## config.mk

```make
export PLATFORM = sky130hd
export DESIGN_NAME = regfile_wb_arbiter_flat
export DESIGN_NICKNAME = d
export VERILOG_FILES = /design/src/rtl/regfile_wb_arbiter_pkg.sv /design/src/rtl/regfile_wb_arbiter_if.sv /design/src/rtl/regfile_wb_arbiter_rr_arbiter.sv /design/src/rtl/regfile_wb_arbiter.sv /design/src/flat_wrapper.sv
export SDC_FILE = /design/constraint.sdc
export NUM_CORES = 1
export LEC_CHECK = 0
export CORE_MARGIN = 2
export CORE_UTILIZATION = 43
export CTS_CLUSTER_SIZE = 30
export DETAILED_ROUTE_END_ITERATION = 12
export PLACE_DENSITY = 0.86
export SLEW_MARGIN = 20
export SYNTH_ARGS = -nofsm -noshare
export SYNTH_HDL_FRONTEND = slang
export SYNTH_SLANG_ARGS = --single-unit
```

## constraint.sdc

```tcl
create_clock -name clk -period 2.85 [get_ports clk]
set_input_delay 0.855 -clock clk [delete_from_list [all_inputs] [get_ports clk]]
set_output_delay 0.855 -clock clk [all_outputs]
set_load 0.005 [all_outputs]
```

## src/rtl/regfile_wb_arbiter_pkg.sv

```systemverilog
// ============================================================================
//  Module   : regfile_wb_arbiter_pkg
//  Purpose  : Shared widths and helpers for the register-file writeback
//             arbiter slice (default requester count, register-file geometry,
//             round-robin pointer advance).
//  Revision : 1.0  initial release
// ============================================================================
`default_nettype none

// Register-file geometry shared with the register file itself. Guarded so a
// project-wide definition takes precedence.
`ifndef ADDR_WIDTH
`define ADDR_WIDTH 5
`endif
`ifndef REG_FILE_WIDTH
`define REG_FILE_WIDTH 32
`endif
`ifndef REG_FILE_NREG
`define REG_FILE_NREG 32
`endif

package regfile_wb_arbiter_pkg;

    localparam int c_N_REQ      = 3;
    localparam int c_ADDR_WIDTH = `ADDR_WIDTH;
    localparam int c_DATA_WIDTH = `REG_FILE_WIDTH;
    localparam int c_NREG       = `REG_FILE_NREG;

    // Round-robin successor of a winner index. The wrap is explicit because
    // the requester count need not be a power of two.
    function automatic int rr_next(input int win, input int n);
        return (win == n - 1) ? 0 : win + 1;
    endfunction

endpackage

`default_nettype wire

```

## src/rtl/regfile_wb_arbiter_if.sv

```systemverilog
// ============================================================================
//  Module   : regfile_wb_arbiter_if
//  Purpose  : Bundle of writeback-request, issue-allocation, scoreboard and
//             register-file write signals around the writeback arbiter.
//  Ports    : req_valid/req_addr/req_data/req_ready  requester handshake
//             issue_en/issue_addr                     destination allocation
//             busy                                    pending-write mask
//             wrt_en/addrD/d                          register-file write port
//  Modports : master = execution units / issue stage side
//             slave  = arbiter side
//  Revision : 1.0  initial release
// ============================================================================
`default_nettype none

interface regfile_wb_arbiter_if
    import regfile_wb_arbiter_pkg::*;
#(
    parameter int N_REQ      = c_N_REQ,
    parameter int ADDR_WIDTH = c_ADDR_WIDTH,
    parameter int DATA_WIDTH = c_DATA_WIDTH,
    parameter int NREG       = c_NREG
) ();

    logic [N_REQ-1:0]            req_valid;
    logic [N_REQ*ADDR_WIDTH-1:0] req_addr;
    logic [N_REQ*DATA_WIDTH-1:0] req_data;
    logic [N_REQ-1:0]            req_ready;
    logic                        issue_en;
    logic [ADDR_WIDTH-1:0]       issue_addr;
    logic [NREG-1:0]             busy;
    logic                        wrt_en;
    logic [ADDR_WIDTH-1:0]       addrD;
    logic [DATA_WIDTH-1:0]       d;

    modport master (
        output req_valid, req_addr, req_data, issue_en, issue_addr,
        input  req_ready, busy, wrt_en, addrD, d
    );

    modport slave (
        input  req_valid, req_addr, req_data, issue_en, issue_addr,
        output req_ready, busy, wrt_en, addrD, d
    );

endinterface

`default_nettype wire

```

## src/rtl/regfile_wb_arbiter_rr_arbiter.sv

```systemverilog
// ============================================================================
//  Module   : rr_arbiter
//  Purpose  : Combinational round-robin arbiter. Searches i_valid starting at
//             i_ptr, ascending and wrapping modulo N; the first set bit wins.
//  Ports    : i_valid  N       request vector
//             i_ptr    PTR_W   search start index (must be < N)
//             o_grant  N       one-hot grant (all zero when no request)
//             o_win    PTR_W   encoded winner index
//             o_any    1       at least one request present
//  Revision : 1.0  initial release
// ============================================================================
`default_nettype none

module rr_arbiter #(
    parameter int N     = 3,
    parameter int PTR_W = $clog2(N)
) (
    input  wire logic [N-1:0]     i_valid,
    input  wire logic [PTR_W-1:0] i_ptr,
    output logic      [N-1:0]     o_grant,
    output logic      [PTR_W-1:0] o_win,
    output logic                  o_any
);

    // One extra bit holds ptr+k before the modulo fold (max 2N-2).
    localparam logic [PTR_W:0] c_N = (PTR_W + 1)'(N);

    logic [PTR_W:0]   w_sum;
    logic [PTR_W-1:0] w_idx;
    logic             w_found;

    always_comb begin
        o_grant = '0;
        o_win   = '0;
        w_found = 1'b0;
        w_sum   = '0;
        w_idx   = '0;
        for (int k = 0; k < N; k++) begin
            w_sum = {1'b0, i_ptr} + (PTR_W + 1)'(k);
            if (w_sum >= c_N) begin
                w_sum = w_sum - c_N;
            end
            w_idx = w_sum[PTR_W-1:0];
            if (!w_found && i_valid[w_idx]) begin
                w_found        = 1'b1;
                o_grant[w_idx] = 1'b1;
                o_win          = w_idx;
            end
        end
    end

    assign o_any = |i_valid;

endmodule

`default_nettype wire

```

## src/rtl/regfile_wb_arbiter.sv

```systemverilog
// ============================================================================
//  Module   : regfile_wb_arbiter
//  Purpose  : Shares the register file's single write port among N_REQ
//             writeback requesters with round-robin arbitration, and keeps a
//             pending-write scoreboard for the issue stage's hazard stalls.
//             The register-file write port is driven from flops so address
//             and data are stable for a full cycle (the register file captures
//             the address on negedge and writes on posedge).
//  Ports    : clk   system clock, all state on posedge
//             rst   synchronous active-high reset
//             bus   regfile_wb_arbiter_if.slave (requests, issue, busy,
//                   wrt_en/addrD/d)
//  Revision : 1.0  initial release
// ============================================================================
`default_nettype none

module regfile_wb_arbiter
    import regfile_wb_arbiter_pkg::*;
#(
    parameter int N_REQ      = c_N_REQ,
    parameter int ADDR_WIDTH = c_ADDR_WIDTH,
    parameter int DATA_WIDTH = c_DATA_WIDTH,
    parameter int NREG       = c_NREG
) (
    input wire logic       clk,
    input wire logic       rst,
    regfile_wb_arbiter_if.slave bus
);

    localparam int c_PTR_W = $clog2(N_REQ);

    logic [c_PTR_W-1:0]    r_ptr;
    logic [N_REQ-1:0]      w_arb_grant;
    logic [c_PTR_W-1:0]    w_win;
    logic                  w_any;
    logic                  w_xfer;
    logic [c_PTR_W-1:0]    w_ptr_nxt;
    logic [ADDR_WIDTH-1:0] w_win_addr;
    logic [DATA_WIDTH-1:0] w_win_data;

    logic                  r_wrt_en;
    logic [ADDR_WIDTH-1:0] r_addr;
    logic [DATA_WIDTH-1:0] r_data;
    logic [NREG-1:0]       r_busy;
    logic [NREG-1:0]       w_set;
    logic [NREG-1:0]       w_clr;

    rr_arbiter #(
        .N     (N_REQ),
        .PTR_W (c_PTR_W)
    ) u_rr_arbiter (
        .i_valid (bus.req_valid),
        .i_ptr   (r_ptr),
        .o_grant (w_arb_grant),
        .o_win   (w_win),
        .o_any   (w_any)
    );

    // The write port never stalls: any present request is granted, so a
    // transfer happens exactly when some request is valid outside reset.
    assign w_xfer        = w_any & ~rst;
    assign bus.req_ready = rst ? '0 : w_arb_grant;

    assign w_win_addr = bus.req_addr[int'(w_win)*ADDR_WIDTH +: ADDR_WIDTH];
    assign w_win_data = bus.req_data[int'(w_win)*DATA_WIDTH +: DATA_WIDTH];
    assign w_ptr_nxt  = c_PTR_W'(rr_next(int'(w_win), N_REQ));

    always_ff @(posedge clk) begin
        if (rst) begin
            r_ptr <= '0;
        end else if (w_xfer) begin
            r_ptr <= w_ptr_nxt;
        end
    end

    // Write stage: one cycle from handshake to wrt_en. Address and data hold
    // across idle cycles so the register-file inputs never glitch.
    always_ff @(posedge clk) begin
        if (rst) begin
            r_wrt_en <= 1'b0;
            r_addr   <= '0;
            r_data   <= '0;
        end else begin
            r_wrt_en <= w_xfer;
            if (w_xfer) begin
                r_addr <= w_win_addr;
                r_data <= w_win_data;
            end
        end
    end

    // Scoreboard. The clear is taken at the handshake, not at the register-
    // file write one cycle later; the issue-stage bypass covers that gap.
    always_comb begin
        w_set = '0;
        w_clr = '0;
        for (int r = 0; r < NREG; r++) begin
            w_set[r] = bus.issue_en && (bus.issue_addr == ADDR_WIDTH'(r));
            w_clr[r] = w_xfer && (w_win_addr == ADDR_WIDTH'(r));
        end
    end

    // A new allocation wins over a same-cycle retirement of the same register.
    always_ff @(posedge clk) begin
        if (rst) begin
            r_busy <= '0;
        end else begin
            r_busy <= (r_busy & ~w_clr) | w_set;
        end
    end

    assign bus.busy   = r_busy;
    assign bus.wrt_en = r_wrt_en;
    assign bus.addrD  = r_addr;
    assign bus.d      = r_data;

`ifndef SYNTHESIS
    // Requesters that were waiting (valid, not granted) last cycle must still
    // be valid now.
    logic [N_REQ-1:0] r_waiting;

    always_ff @(posedge clk) begin
        if (rst) begin
            r_waiting <= '0;
        end else begin
            r_waiting <= bus.req_valid & ~bus.req_ready;
        end
    end

    always @(posedge clk) begin
        if (!rst) begin
            assert ((r_waiting & ~bus.req_valid) == '0)
                else $error("requester dropped valid before its grant: %b",
                            r_waiting & ~bus.req_valid);
            if (w_xfer && !r_busy[w_win_addr]) begin
                $warning("writeback to register %0d with no pending write",
                         w_win_addr);
            end
        end
    end
`endif

endmodule

`default_nettype wire

```

## src/flat_wrapper.sv

```systemverilog
// flat-port wrapper written by rule: the top's interface ports become plain ports
module regfile_wb_arbiter_flat import regfile_wb_arbiter_pkg::*;
#(
    parameter int N_REQ      = c_N_REQ,
    parameter int ADDR_WIDTH = c_ADDR_WIDTH,
    parameter int DATA_WIDTH = c_DATA_WIDTH,
    parameter int NREG       = c_NREG
)
  (clk, rst, bus_req_valid, bus_req_addr, bus_req_data, bus_issue_en, bus_issue_addr, bus_req_ready, bus_busy, bus_wrt_en, bus_addrD, bus_d);
  regfile_wb_arbiter_if #(.N_REQ(N_REQ), .ADDR_WIDTH(ADDR_WIDTH), .DATA_WIDTH(DATA_WIDTH), .NREG(NREG)) bus_i ();
  input wire logic clk;
  input wire logic rst;
  input wire logic [$bits(bus_i.req_valid)-1:0] bus_req_valid;
  input wire logic [$bits(bus_i.req_addr)-1:0] bus_req_addr;
  input wire logic [$bits(bus_i.req_data)-1:0] bus_req_data;
  input wire logic [$bits(bus_i.issue_en)-1:0] bus_issue_en;
  input wire logic [$bits(bus_i.issue_addr)-1:0] bus_issue_addr;
  output wire logic [$bits(bus_i.req_ready)-1:0] bus_req_ready;
  output wire logic [$bits(bus_i.busy)-1:0] bus_busy;
  output wire logic [$bits(bus_i.wrt_en)-1:0] bus_wrt_en;
  output wire logic [$bits(bus_i.addrD)-1:0] bus_addrD;
  output wire logic [$bits(bus_i.d)-1:0] bus_d;
  assign bus_i.req_valid = bus_req_valid;
  assign bus_i.req_addr = bus_req_addr;
  assign bus_i.req_data = bus_req_data;
  assign bus_i.issue_en = bus_issue_en;
  assign bus_i.issue_addr = bus_issue_addr;
  assign bus_req_ready = bus_i.req_ready;
  assign bus_busy = bus_i.busy;
  assign bus_wrt_en = bus_i.wrt_en;
  assign bus_addrD = bus_i.addrD;
  assign bus_d = bus_i.d;
  regfile_wb_arbiter #(.N_REQ(N_REQ), .ADDR_WIDTH(ADDR_WIDTH), .DATA_WIDTH(DATA_WIDTH), .NREG(NREG)) u_core (.clk(clk), .rst(rst), .bus(bus_i));
endmodule
```

Word-level counts from Yosys, hierarchy flattened
Cells that the tools add are included.
{"block": "classes", "eq_ne": 63, "n_reduce_logical": 74, "mux": 25, "order_cmp": 9, "bitwise_logic": 7, "addsub": 6, "n_mul": 1, "n_shift": 2}
{"op": "5-bit == test (second input constant)", "n": 32}
{"op": "96-bit by 8-bit indexed part select with 32-bit output", "n": 1}
{"op": "5-bit by 4-bit == test with 1-bit output (second input constant)", "n": 16}
{"op": "1-bit logical AND", "n": 69}
{"op": "5-bit by 3-bit == test with 1-bit output (second input constant)", "n": 8}
{"op": "32-bit bitwise AND", "n": 1}
{"op": "32-bit inverter", "n": 1}
{"op": "32-bit OR", "n": 1}
{"op": "15-bit by 32-bit indexed part select with 5-bit output", "n": 1}
{"op": "5-bit by 2-bit == test with 1-bit output (second input constant)", "n": 4}
{"op": "2-bit 2-to-1 mux", "n": 7}
{"op": "3-bit 2-to-1 mux", "n": 4}
{"op": "5-bit by 1-bit == test with 1-bit output (second input constant)", "n": 2}
{"op": "5-bit zero test", "n": 2}
{"op": "2-bit by 3-bit less-than comparator with 1-bit output (second input constant)", "n": 3}
{"op": "1-bit 2-to-1 mux", "n": 8}
{"op": "1-bit binary-select mux with 2-bit select", "n": 3}
{"op": "1-bit demux with 2-bit select", "n": 3}
{"op": "2-bit by 1-bit >= comparator with 1-bit output (second input constant)", "n": 3}
{"op": "3-bit by 2-bit >= comparator with 1-bit output (second input constant)", "n": 2}
{"op": "3-bit OR", "n": 2}
{"op": "2-bit subtractor (second input constant)", "n": 3}
{"op": "2-bit by 3-bit multiplier with 5-bit output (second input constant)", "n": 1}
{"op": "2-bit by 1-bit adder with 3-bit output (second input constant)", "n": 1}
{"op": "8 further kinds", "n": 9}
{"block": "totals", "output_inout_bits": 73, "elab_cells": 192, "reg_bits": 72}

Depth between registers and ports, before layout
Gate-level depths: netlist of the first run.
{"block": "logic_depth", "depth_word": 18, "mapped_depth": 13, "depth_no_buf": 9}

Modules after synthesis
From an unflattened synthesis of the first run, not the netlist that was laid out.
{"block": "hier_totals", "hier_cells": 485, "hier_area_um2": 4055.1}
{"module": "regfile_wb_arbiter", "cells_each": 446, "area_per_inst_um2": 3791.1, "instances": 1, "seq_area_each_um2": 1441.4}
{"module": "rr_arbiter", "cells_each": 39, "area_per_inst_um2": 264.0, "instances": 1, "seq_area_each_um2": 0.0}

Worst setup path after synthesis of the first run
Ideal clock, no wire load.
{"block": "synth_timing", "path_kind": "input -> output", "from": "input port bus_req_valid[2]", "to": "output port bus_req_ready[1]", "stages": 4, "path_slack_ps": 167, "path_buffers": 0, "arrival_time_ps": 1828, "path_cell_list": "mux2_2 -> o41ai_1 -> nor2b_1 -> nor3_1"}
{"block": "synth_via", "elab_chain_len": 10, "elab_cells_between_ends": 18, "cone_classes": "mux: 12; bitwise: 2; reduce/logical: 4"}
{"element": "start, declared", "line": "flat_wrapper.sv:13", "rtl": "input wire logic [$bits(bus_i.req_valid)-1:0] bus_req_valid;"}
{"element": "1-bit binary-select mux with 2-bit select", "line": "regfile_wb_arbiter_rr_arbiter.sv:44", "rtl": "if (!w_found && i_valid[w_idx]) begin"}
{"element": "1-bit 2-to-1 mux (implied by the code)", "line": "regfile_wb_arbiter_rr_arbiter.sv:44"}
{"element": "1-bit 2-to-1 mux", "line": "regfile_wb_arbiter_rr_arbiter.sv:44"}
{"element": "1-bit zero test", "line": "regfile_wb_arbiter_rr_arbiter.sv:44"}
{"element": "1-bit logical AND", "line": "regfile_wb_arbiter_rr_arbiter.sv:44"}
{"element": "1-bit 2-to-1 mux", "line": "regfile_wb_arbiter_rr_arbiter.sv:44"}
{"element": "1-bit zero test", "line": "regfile_wb_arbiter_rr_arbiter.sv:44"}
{"element": "1-bit logical AND", "line": "regfile_wb_arbiter_rr_arbiter.sv:44"}
{"element": "3-bit 2-to-1 mux (*)", "line": "regfile_wb_arbiter_rr_arbiter.sv:44"}
{"element": "3-bit 2-to-1 mux (*)", "line": "regfile_wb_arbiter.sv:62", "rtl": "assign bus.req_ready = rst ? '0 : w_arb_grant;"}
{"element": "end, declared", "line": "flat_wrapper.sv:18", "rtl": "output wire logic [$bits(bus_i.req_ready)-1:0] bus_req_ready;"}
Every way passes the cells marked *; elsewhere a longest branch is shown, timed or not. The select of a mux whose other input is x is not followed.

Worst setup path after layout of the first run
{"block": "layout_timing", "from": "input port bus_req_valid[0]", "to": "output port bus_req_ready[0]"}
The elaborated chain is that of the path after synthesis.

==> results of run 1 <==
## report_power, final
part	switching, W	internal (W)	total [W]
Clock	0.000428	0.000504	0.000932
Sequential	0.000152	0.00128	0.00143
Combinational	0.00200	0.00235	0.00435
## cells by family after synthesis
kind of cell	synth area share
DFF	0.3262
AOI/OAI and AO/OA	0.2848
muxes	0.1067
adders and majority gates	0.01133
buffers and inverters	0.05861
and+or+nand+nor	0.2123
## layout by cell type (no fill, tap or decap), drive strengths merged, types with 6 or more instances in the layout
master / synthesis / layout
a21oi: 68 / 68
dfxtp: 72 / 72
inv: 9 / 11
nand2b: 6 / 6
nand3: 6 / 6
a211o: 36 / 36
nor2: 120 / 120
mux2i: 42 / 42
nor2b: 7 / 7
nand2: 45 / 45
clkbuf: 21 / 9
clkdlybuf4s50: 0 / 187
o21ai: 8 / 8
a211oi: 45 / 45
buf: 19 / 81
## per-layer routing
| metal | vias up | wire length (µm) | share of wire | track usage |
|---|---|---|---|---|
| li1 | 2467 | - | - | - |
| met1 | 2380 | 6018 | 0.38 | 0.3188 |
| met2 | 253 | 8020 | 0.50 | 0.4889 |
| met3 | 47 | 1392 | 0.088 | 0.08040 |
| met4 | 0 | 455 | 0.029 | 0.1133 |
| met5 | - | 0 | 0 | 0 |
## timing repair
| item | 4_1_cts | 5_1_grt |
|---|---|---|
| setup endpoints to repair | 72 | 27 |
| pin swaps | 7 | 2 |
| setup buffers | 8 | 4 |
| resized for setup | 54 | 13 |
| cloned | 0 | 0 |
## layout make-up
class,instances,area share
multi-input cells,430,0.3935
repair buffers,268,0.3515
flip-flops and latches,72,0.1962
well taps,136,0.02313
clock buffers,9,0.01683
clock inverters,7,0.01394
inverters,9,0.004931
## worst max-delay path: stages
cell	delay, ps
buf_6	110
mux2_4	280
mux2i_4	180
buf_6	150
nor2_1	50
a211oi_2	220
buf_2	160
## state kept, by name (all words and copies together) (netlist names)
| signal | cells |
|---|---|
| u_core.bus.addrD | 5 |
| u_core.bus.wrt_en | 1 |
| u_core.bus.busy | 32 |
| u_core.r_ptr | 2 |
| u_core.bus.d | 32 |
## per-stage QoR
| stage | cells | setup TNS (ps) | hold slack [ps] |
|---|---|---|---|
| global placement | 903 | -41010 | 437.3 |
| finish | 931 | -41.08 | 456.2 |
| CTS | 927 | -9.041 | 457.4 |
| global route | 931 | -615.0 | 475.3 |
| floorplan | 551 | 0 | 448.2 |
| detailed placement | 903 | -46770 | 443.3 |
## worst paths after layout
check	from	endpoint	slack [ps]	cells after the start
setup / recovery	bus_req_valid[0]	bus_req_ready[0]	-20	7
setup reg to reg	u_core.r_ptr[1]$_SDFFE_PP0P_	u_core.bus.busy[27]$_SDFF_PP0_	80	13
hold reg to reg	u_core.bus.addrD[1]$_SDFFE_PP0P_	u_core.bus.addrD[1]$_SDFFE_PP0P_	460	2
hold / removal	u_core.bus.addrD[1]$_SDFFE_PP0P_	u_core.bus.addrD[1]$_SDFFE_PP0P_	460	2
==> impl_metrics.csv, run 1 <==
group,metric,value,unit
status,status,"complete, but fails checks",
status,violations,"setup timing",
global_route,grt-ovfl-total,0,
sta,hold_violations,0,
power_and_ir_drop,peakVddDrop,0.0005133,V
clock_tree,clk_pin_slew,80,ps
finish,multi_input_area,2895,µm²
global_route,grt_max_degree,77,
critical_path,cp.required,2000,ps
die,die_h,105.4,µm
clock_tree,clockBufferDepth,2,
min_path,worstHoldPathType,"reg2reg",
sta,fin_ws,-24.65,ps
placement,port_buffers,194,
finish,fin_area,7358,µm²
critical_path,cp.arrival,2020,ps
finish,area_growth,66.51,%
die,rows,37,
synthesis,yosysUniqueCellTypes,51,
finish,final-seq-area,1444,µm²
clock_tree,htreeDepth,3,
detailed_routing,wire_per_inst,17.06,µm
detailed_routing,firstDrtPassIters,5,
synthesis,ys_top_cells_by_area,"dfxtp_1 33%, nor2_1 10%, mux2i_1 9.1%",
die,core_area,10140,µm²
synthesis,ys_seq_elements,72,
global_route,grt_use_total,0.2798,
sta,setup_viol,2,
detailed_routing,drt_iter0_drc,344,
global_route,antenna_found_initial,0,
synthesis,yosys_warnings,0,
die,start_util,0.4359,
flow_run,cap_violations,0,
synthesis,synth_most_common_cell,"nor2_1",
sta,drv_slew,0,
critical_path,setup.worst_path.end_class,"output port",
synthesis,synth_edf_count,0,
synthesis,synthArstFlopShare,0,
detailed_routing,wl,15.89,mm
sta,fmax,0.3479,GHz
clock_tree,root_buffer,"clkbuf_8",
finish,final_nets,916,
finish,fill_cells,709,
critical_path,cp_max_fo,5,
clock_tree,holdBufCountCts,0,
synthesis,synth.net_count,677,
detailed_routing,postRouteAntennaNets,0,
synthesis,ys_seq_area_frac,0.3262,
critical_path,worstSetupPathType,"in2out",
synthesis,synth_area,4419,µm²
die,die-area,11100,µm²
sta,period_minus_slack,2875,ps
global_route,grt_pass1_wl,25.01,mm
sta,slew_headroom,0.7096,
sta,clock_skew,8.801,ps
synthesis,synthCells,551,
detailed_routing,drc_errors,0,
clock_tree,cts_tree,"done",
power_and_ir_drop,total_power,0.006714,W
sta,fin_crit_sh,1.009,
placement,placed_cell_area,6854,µm²
clock_tree,clock_latency,350,ps
power_and_ir_drop,pwr_density_cell,912.5,nW/µm²
die,boundaryPins,195,
finish,layout-drive-gt1-share,0.1899,
synthesis,synthTopCellsByCount,"119 x nor2_1, 72 x dfxtp_1, 68 x a21oi_1, 44 x nand2_1, 40 x mux2i_1",
finish,fin_util,0.7258,
sta,rsz0062_at_grt,"yes",
placement,place.gp.congestion,0.9360,
die,die_w,105.4,µm
finish,n_antenna_cell,0,
critical_path,crit_path_start_kind,"input pin",
synthesis,ys.flop_type,"dfxtp_1",
synthesis,netlist.area_leader.share,0.3262,
detailed_routing,viasPerCell,5.528,
synthesis,synth_largest_area_cell,"dfxtp_1",
global_route,grt_pass1_vias,5058,
detailed_routing,vias,5147,
placement,post-dp-hpwl,11.85,mm
clock_tree,clock_sinks,72,
clock_tree,cts_buffers,9,
sta,tightest_slew,431.1,ps
placement,pre_cts_ws,-882.4,ps
power_and_ir_drop,power.leakage,2.975,nW
synthesis,postSynthAreaPerCell,8.020,µm²
No activity file was read; power rests on OpenSTA's default activity.
==> inputs of run 2 (changes only) <==
- clock period: 2.85 -> 3.1 ns (I/O delays scaled with it)
==> run 2 against run 1 <==
  * Combinational power decreased by 11%
  * Via count increased by 1.2%
  * Wire length decreased by 0.30%
  * Register-to-register slack improved by 90 ps
  * The run now ends clean
  * Final cell count unchanged
  * Hold slack improved by 1.7 ps
  * Critical path type unchanged
  * Total power decreased by 12%
  * Clock power decreased by 23%
  * Sequential power decreased by 8%
  * Die area unchanged
  * Core utilization decreased by 1.5 points
  * Setup slack improved by 56 ps
==> impl_metrics.csv, run 2 (synthesis results as in run 1) <==
group,metric,value,unit
status,status,"completed",
sta,setup_viol,0,
die,rows,37,
clock_tree,clock_latency,360,ps
finish,layout_commonest_cell,"clkdlybuf4s50_1",
critical_path,cp.arrival,2140,ps
finish,final_nets,914,
clock_tree,root_buffer,"clkbuf_8",
clock_tree,holdBufCountCts,0,
critical_path,cp_top_family,"buffers and inverters",
finish,layout-drive-gt1-share,0.1690,
detailed_routing,vias,5208,
die,boundaryPins,195,
sta,tightest_slew,455.0,ps
critical_path,cp_max_fo,5,
global_route,grt_pass1_wl,24.84,mm
sta,clock_skew,9.158,ps
finish,final_cells,931,
sta,fin_ws,31.13,ps
clock_tree,clockBufferDepth,2,
global_route,grt_max_degree,77,
finish,fill_cells,797,
min_path,worstHoldPathType,"reg2reg",
global_route,antenna_found_initial,2,
sta,holdWs,458.0,ps
die,core_area,10140,µm²
global_route,grt_pass1_vias,4993,
sta,hold_violations,0,
sta,drv_slew,0,
detailed_routing,wire_per_inst,17.01,µm
detailed_routing,wl,15.84,mm
critical_path,setup.worst_path.end_class,"output port",
clock_tree,cts_buffers,9,
global_route,grt_use_total,0.2758,
critical_path,worstSetupPathType,"in2out",
placement,port_buffers,194,
global_route,grt-ovfl-total,0,
power_and_ir_drop,total_power,0.005898,W
detailed_routing,viasPerCell,5.594,
sta,period_minus_slack,3069,ps
critical_path,cpPeakStageDelay,290,ps
detailed_routing,firstDrtPassIters,7,
sta,fmax,0.3259,GHz
finish,mostFrequentLayoutCells,"187 x clkdlybuf4s50_1, 119 x nor2_1, 72 x dfxtp_1, 68 x a21oi_1, 62 x buf_4",
flow_run,cap_violations,0,
die,die-area,11100,µm²
placement,place_inst,902,
detailed_routing,drt_iter0_drc,253,
critical_path,path_cells,"clkbuf_4 > mux2_4 > mux2i_4 > buf_4 > buf_6 > nor2_2 > nor3_2 > buf_2",
finish,multi_input_area,2825,µm²
die,start_util,0.4359,
finish,fin_util,0.7104,
die,die_w,105.4,µm
detailed_routing,postRouteAntennaNets,0,
power_and_ir_drop,peakVddDrop,0.0004663,V
placement,post-dp-hpwl,11.90,mm
critical_path,crit_slowest_cell,"mux2_4",
finish,area_growth,62.97,%
critical_path,cp.required,2170,ps
power_and_ir_drop,pwr_density_cell,819.0,nW/µm²
finish,final-seq-area,1441,µm²
sta,fin_crit_sh,0.9900,
placement,pre_cts_ws,-787.3,ps
detailed_routing,drc_errors,0,
clock_tree,clock_sinks,72,
power_and_ir_drop,power.leakage,2.929,nW
sta,slew_headroom,0.6967,
clock_tree,htreeDepth,3,
critical_path,crit_buf_inv,4,
clock_tree,cts_tree,"done",
critical_path,crit_path_start_kind,"input pin",
placement,place.gp.congestion,0.9032,
clock_tree,clk_pin_slew,90,ps
die,die_h,105.4,µm
==> run 2: report_power, final <==
group / internal [W] / switching [W] / leakage, nW
sequential: 0.00118 / 0.000137 / 0.592
clock: 0.000307 / 0.000412 / 0.0863
combinational: 0.00209 / 0.00178 / 2.25
==> run 2: worst paths after layout <==
path / startpoint / slack [ps] / end / depth (start not counted)
setup / recovery: bus_req_valid[0] / 30 / bus_req_ready[1] / 8
hold / removal: u_core.bus.d[4]$_SDFFE_PP0P_ / 460 / u_core.bus.d[4]$_SDFFE_PP0P_ / 2
setup reg to reg: u_core.r_ptr[1]$_SDFFE_PP0P_ / 170 / u_core.bus.busy[12]$_SDFF_PP0_ / 15
hold reg to reg: u_core.bus.d[4]$_SDFFE_PP0P_ / 460 / u_core.bus.d[4]$_SDFFE_PP0P_ / 2
==> run 2: per-layer routing <==
metal  GRT usage  up-vias  routed length (µm)
met5           0        -                   0
met4     0.09905        0                 356
met1      0.3313     2420                6129
li1            -     2466                   -
met2      0.4760      278                7892
met3     0.06803       44                1459
==> run 2: what timing repair did <==
action / CTS / global route
pin swaps: 3 / 2
setup endpoints to repair: 71 / 51
buffers inserted: 3 / 8
gates resized for setup: 41 / 7
==> run 2: area by class of cell <==
type,count,area share
multi-input cells,430,0.3923
repair buffers,266,0.3527
flip-flops and latches,72,0.2001
well taps,136,0.02363
clock buffers,9,0.01720
clock inverters,7,0.008687
inverters,9,0.004691
diodes,2,0.0006949
==> run 2: worst reg2reg max path, delay by kind of cell (launching register included) <==
family	cells	cell delay (ps)
AOI/OAI and AO/OA	3	440
adders and majority gates	1	250
buffers and inverters	7	940
DFF	1	320
muxes	2	530
and+or+nand+nor	2	310
==> run 2: metrics by stage <==
step | instance area, µm² | setup TNS [ps]
after floorplan | 4419 | 0
after global placement | 6822 | -30580
after detailed placement | 6822 | -37660
after CTS | 7094 | 0
after global routing | 7202 | -33.74
final | 7202 | 0
